==> config.mk <==
export PLATFORM = sky130hd
export DESIGN_NAME = param_reg_file
export DESIGN_NICKNAME = d
export VERILOG_FILES = /design/src/rtl/reg_file_pkg.sv /design/src/rtl/reg_file_init_seq.sv /design/src/rtl/param_reg_file.sv
export SDC_FILE = /design/constraint.sdc
export NUM_CORES = 1
export LEC_CHECK = 0
export BUFFER_PORTS_ARGS = -buffer_cell sky130_fd_sc_hd__buf_4
export CAP_MARGIN = 10
export CORE_AREA = 4 4 359 361
export DETAILED_ROUTE_END_ITERATION = 7
export DIE_AREA = 0 0 363 365
export GPL_ROUTABILITY_DRIVEN = 0
export GPL_TIMING_DRIVEN = 1
export PLACE_DENSITY = 0.52
export REMOVE_ABC_BUFFERS = 1
export SLEW_MARGIN = 30
export SYNTH_ARGS = -nofsm -noshare
export SYNTH_HDL_FRONTEND = slang
export SYNTH_SLANG_ARGS = --single-unit
==> constraint.sdc <==
create_clock -name clock -period 5.2 [get_ports clock]
set_input_delay 0.26 -clock clock [delete_from_list [all_inputs] [get_ports clock]]
set_output_delay 0.26 -clock clock [all_outputs]
set_load 0.02 [all_outputs]
==> src/rtl/reg_file_pkg.sv <==
// Shared types and init-value helper for the parametrised register file.
// Optional write-to-read forwarding is selected in the top by REG_FILE_BYPASS_EN.
package reg_file_pkg;

  typedef enum logic {INIT, RUN} rf_state_t;

  localparam logic [1:0] INIT_ZERO  = 2'd0;
  localparam logic [1:0] INIT_INDEX = 2'd1;
  localparam logic [1:0] INIT_BCD   = 2'd2;

  // Result is wide enough for any index; callers size it to their data width.
  localparam int INIT_VAL_W = 64;

  function automatic logic [INIT_VAL_W-1:0] init_value(input logic [6:0] idx,
                                                       input logic [1:0] mode);
    logic [INIT_VAL_W-1:0] val;
    val = '0;
    case (mode)
      INIT_INDEX: val = INIT_VAL_W'(idx);
      INIT_BCD: begin
        val[7:4] = 4'(idx / 7'd10);
        val[3:0] = 4'(idx % 7'd10);
      end
      default: val = '0;
    endcase
    return val;
  endfunction

endpackage

==> src/rtl/reg_file_init_seq.sv <==
// Post-reset initialisation sequencer: walks entries 1..DEPTH-1 once, then
// parks in RUN with ready asserted until the next reset.
module reg_file_init_seq
  import reg_file_pkg::*;
#(
  parameter int DEPTH  = 32,
  parameter int ADDR_W = $clog2(DEPTH)
) (
  input  logic              clock,
  input  logic              reset,
  output logic              init_we,
  output logic [ADDR_W-1:0] init_addr,
  output logic              ready
);

  rf_state_t         state_reg;
  logic [ADDR_W-1:0] init_ptr_reg;
  logic              ready_reg;

  always_ff @(posedge clock) begin
    if (reset) begin
      state_reg    <= INIT;
      init_ptr_reg <= ADDR_W'(1);
      ready_reg    <= 1'b0;
    end else begin
      case (state_reg)
        INIT: begin
          // Pointer holds at the last entry rather than wrapping.
          if (init_ptr_reg == ADDR_W'(DEPTH - 1)) begin
            state_reg <= RUN;
            ready_reg <= 1'b1;
          end else begin
            init_ptr_reg <= init_ptr_reg + ADDR_W'(1);
          end
        end
        default: state_reg <= RUN;
      endcase
    end
  end

  assign init_we   = (state_reg == INIT) && !reset;
  assign init_addr = init_ptr_reg;
  assign ready     = ready_reg;

endmodule

==> src/rtl/param_reg_file.sv <==
// Parametrised 2-read/1-write register file, entry 0 hardwired to zero.
// Define REG_FILE_BYPASS_EN to forward same-cycle write data to the read ports.
module param_reg_file
  import reg_file_pkg::*;
#(
  parameter int DATA_W    = 32,
  parameter int DEPTH     = 32,
  parameter int ADDR_W    = $clog2(DEPTH),
  parameter int INIT_MODE = 2
) (
  input  logic              clock,
  input  logic              reset,
  input  logic [ADDR_W-1:0] read_reg_num1,
  input  logic [ADDR_W-1:0] read_reg_num2,
  output logic [DATA_W-1:0] read_data1,
  output logic [DATA_W-1:0] read_data2,
  input  logic              regwrite,
  input  logic [ADDR_W-1:0] write_reg,
  input  logic [DATA_W-1:0] write_data,
  output logic              ready
);

  logic              init_we;
  logic [ADDR_W-1:0] init_addr;

  reg_file_init_seq #(
    .DEPTH (DEPTH),
    .ADDR_W(ADDR_W)
  ) u_init_seq (
    .clock    (clock),
    .reset    (reset),
    .init_we  (init_we),
    .init_addr(init_addr),
    .ready    (ready)
  );

  logic [DATA_W-1:0] mem [DEPTH];
  logic              wr_en;
  logic [ADDR_W-1:0] wr_addr;
  logic [DATA_W-1:0] wr_data;

  // The sequencer owns the write port until ready; core writes are dropped then.
  always_comb begin
    wr_en   = 1'b0;
    wr_addr = write_reg;
    wr_data = write_data;
    if (init_we) begin
      wr_en   = 1'b1;
      wr_addr = init_addr;
      wr_data = DATA_W'(init_value(7'(init_addr), 2'(INIT_MODE)));
    end else if (ready && regwrite && (write_reg != '0)) begin
      wr_en = 1'b1;
    end
  end

  always_ff @(posedge clock) begin
    if (!reset && wr_en) begin
      mem[wr_addr] <= wr_data;
    end
  end

  genvar gi;
  for (gi = 0; gi < 2; gi++) begin : g_rd
    logic [ADDR_W-1:0] addr;
    logic [DATA_W-1:0] data;

    assign addr = (gi == 0) ? read_reg_num1 : read_reg_num2;

    always_comb begin
      data = mem[addr];
`ifdef REG_FILE_BYPASS_EN
      if (regwrite && (write_reg != '0) && (write_reg == addr)) begin
        data = write_data;
      end
`endif
      // Entry 0 is never written, so it is masked here rather than stored.
      if (!ready || (addr == '0)) begin
        data = '0;
      end
    end
  end

  assign read_data1 = g_rd[0].data;
  assign read_data2 = g_rd[1].data;

endmodule

==> reports/metrics.cfg <==
[status]
status=completed

[clock_network]
cts_setup_buffers=0
cts_max_path_buffers=3
cts-resized-gates=0
cts_sinks=1031
clk_pin_slew_ns=0.06
clk_latency_ns=0.69
cts_tree=done
htreeDepth=3
cts_buffers=112
cts_root_buffer=clkbuf_16

[global_route]
antenna_found_initial=6
grt_pass1_vias=28955
met2_usage_pct=39.9
track_usage_pct=23.7
use_met3_pct=4.35
grt.busiest_layer=met2
grt_max_degree=78
grt_overflow=0
grt.met1_usage_pct=31.4
grt_pass1_wl_um=221000

[power_and_ir_drop]
p_leak_uw=0.0176
p_comb_share_pct=6.7
sw_frac_of_total_pct=22.4
p_int_uw=14200
power_switching_uw=4110
power_density_nw_per_um2=337
power_frac_clock_pct=42.6
seq_power_share_pct=50.7
irDropWorstVdd_v=0.000301

[layout]
diodes=0
regArea_um2=30900
fill_cells=10773
multi_input_area_um2=15900
registers.top_by_ff_count=mem
drive_above_1_share_pct=31.1
area_growth_syn_to_layout_pct=14.5
largest_register_ff_count=1024
most-common-layout-cells=edfxtp_1, mux4_2, a22oi_1
layout_commonest_cell=edfxtp_1
final_nets=2710

[detailed_routing]
drc=0
detail-route-antenna-nets=0
drt-vias-per-instance=6.33
drt_iter0_markers=3090
vias=27861
dr.pass1.iters=6
wl_per_cell_um=36.0
wirelength_um=158000

[worst_hold_path]
min_from=write_data[15]
hold_depth=2
hold_path.class=input port to register
hold_end=mem[30][15]

[die]
start_util_pct=37.9
ioPinCount=115
core-area_um2=125000
dieHeight_um=365
die_w_um=363
num_rows=130
dieArea_um2=132000

[sta]
setup_viol=0
finalCritPeriodShare_pct=79.9
grt_setup_unrepaired=no
worstMarginPinSlew_ns=1.02
setup_slack_ns=1.04
hold_violations=0
slew_headroom_pct=32.2
min_period_ns=4.16
finClkSkew_ns=0.0178
final.setup.tns_ns=0
fmaxAchievable_ghz=0.241
maxSlewViolCount=0

[synth]
ys_ff_latch=1031
syn_area_per_cell_um2=18.8
syn-cell-area_um2=47500
synth_flop_cell=edfxtp_1
ys_warn_count=0
yosysUniqueCellTypes=49
syn_inst=2523
ys_seq_area_share_pct=65.0
async_reset_ff_share_pct=0
synth_edf_count=1024

[critical_path]
startpoint=u_init_seq.ready
rr_endpoint=mem[8][21]
path_cells=nand2b_1 > nor4_4 > buf_4 > a22oi_1 > nand4_1 > buf_4
cp_data_required_time_ns=4.94
critPathBufInv=2
cp_slowest_stage_delay_ns=0.81
r2r_setup_slack_ns=1.67
cp_top_family=simple AND/OR/NAND/NOR gates
criticalPathCategory=register to primary output
endpoint_kind=primary output
startpoint_type=register
path_max_fanout=24
crit_slowest_cell=nor4_4
r2r-start=u_init_seq.state_reg
crit_top_cell=buf_4
crit_arrival_ns=3.90
reg2regPathDepth=5

[job]
max_cap_violations=0

[place]
port_buffers=114
hpwl_um=95800
dp_slack_ns=1.69

[synth_stat cells, types with 2 or more instances]
| cell type | count | share of area (%) |
|---|---|---|
| edfxtp_1 | 1024 | 65 |
| mux4_2 | 384 | 18 |
| a22oi_1 | 308 | 4.9 |
| mux2i_1 | 258 | 5.4 |
| clkbuf_1 | 85 | 0.67 |
| nand3_1 | 67 | 0.71 |
| nand4_1 | 65 | 0.86 |
| buf_2 | 56 | 0.59 |
| nor2_1 | 53 | 0.42 |
| nand2_1 | 33 | 0.26 |
| and2_1 | 30 | 0.39 |
| buf_6 | 29 | 0.69 |
| buf_4 | 28 | 0.44 |
| a32oi_1 | 11 | 0.20 |
| a21oi_1 | 7 | 0.074 |
| dfxtp_1 | 7 | 0.29 |
| nor2b_1 | 7 | 0.092 |
| ha_1 | 6 | 0.16 |
| inv_1 | 5 | 0.039 |
| nand2b_1 | 5 | 0.066 |
| o21ai_0 | 5 | 0.053 |
| nand3b_1 | 4 | 0.063 |
| and3_1 | 3 | 0.039 |
| buf_1 | 3 | 0.024 |
| nor3_1 | 3 | 0.032 |
| nor3b_2 | 3 | 0.079 |
| o21ai_1 | 3 | 0.032 |
| xor2_1 | 3 | 0.055 |
| a31oi_1 | 2 | 0.026 |
| nor3b_1 | 2 | 0.032 |
| nor4_1 | 2 | 0.026 |
| nor4_2 | 2 | 0.053 |
| o211ai_1 | 2 | 0.032 |
| o31ai_1 | 2 | 0.032 |
| xnor2_1 | 2 | 0.037 |
[cell families after synthesis]
kind of cell	Yosys count	synth area share, %
AO/OA/AOI/OAI	344	5.39
XOR/XNOR	5	0.0922
adder cells (fa/ha/maj)	6	0.158
buffers and inverters	209	2.48
flip-flops	1031	65.0
multiplexers	642	23.6
AND/OR/NAND/NOR	286	3.24
[power groups by stage]
stage          Sequential, uW  Combinational, uW  Clock [uW]
2_1_floorplan            9460                611           0
3_3_place_gp             9470               1200           0
3_5_place_dp             9470               1230           0
4_1_cts                  9300               1230        7900
5_1_grt                  9300               1290        8270
6_report                 9300               1220        7810
[layout make-up]
| cell class | count | share of cell area, % |
|---|---|---|
| sequential | 1031 | 56.8 |
| multi-input combinational | 1283 | 29.2 |
| clock buffer | 135 | 5.39 |
| tap | 1650 | 3.79 |
| timing repair buffer | 219 | 3.66 |
| clock inverter | 75 | 1.14 |
| inverter | 7 | 0.0483 |
[repair_timing]
| item | 4_1_cts | 5_1_grt |
|---|---|---|
| setup endpoints to repair | 0 | 0 |
| hold buffers | 1 | 0 |
| hold endpoints to repair | 7 | 0 |
[worst max path at each step]
| stage | depth (start not counted) | end |
|---|---|---|
| 6_report | 6 | read_data2[5] |
| 5_1_grt | 6 | read_data2[5] |
| 4_1_cts | 6 | read_data2[5] |
| 3_5_place_dp | 11 | mem[27][4] |
| 3_3_place_gp | 12 | mem[2][2] |
| 2_1_floorplan | 12 | mem[0][2] |
[layer usage]
metal | vias to the layer above | wire length (um)
met5 | - | 49
met4 | 8 | 5010
met3 | 276 | 11700
met2 | 1275 | 77900
met1 | 15141 | 63600
li1 | 11161 | -
[stage by stage]
step / area [um^2] / util [%] / hold slack (ns) / std cells / power, uW
4_1_cts: 54400 / 43.3 / 0.222 / 4398 / 18400
5_1_grt: 54400 / 43.4 / 0.237 / 4400 / 18900
3_5_place_dp: 50800 / 40.5 / 0.527 / 4187 / 10700
3_3_place_gp: 50600 / 40.4 / 0.509 / 4179 / 10700
6_report: 54400 / 43.4 / 0.232 / 4400 / 18300
2_1_floorplan: 46400 / - / 0.329 / 2321 / 10100
Note: power is estimated with default switching activity, not from simulation.
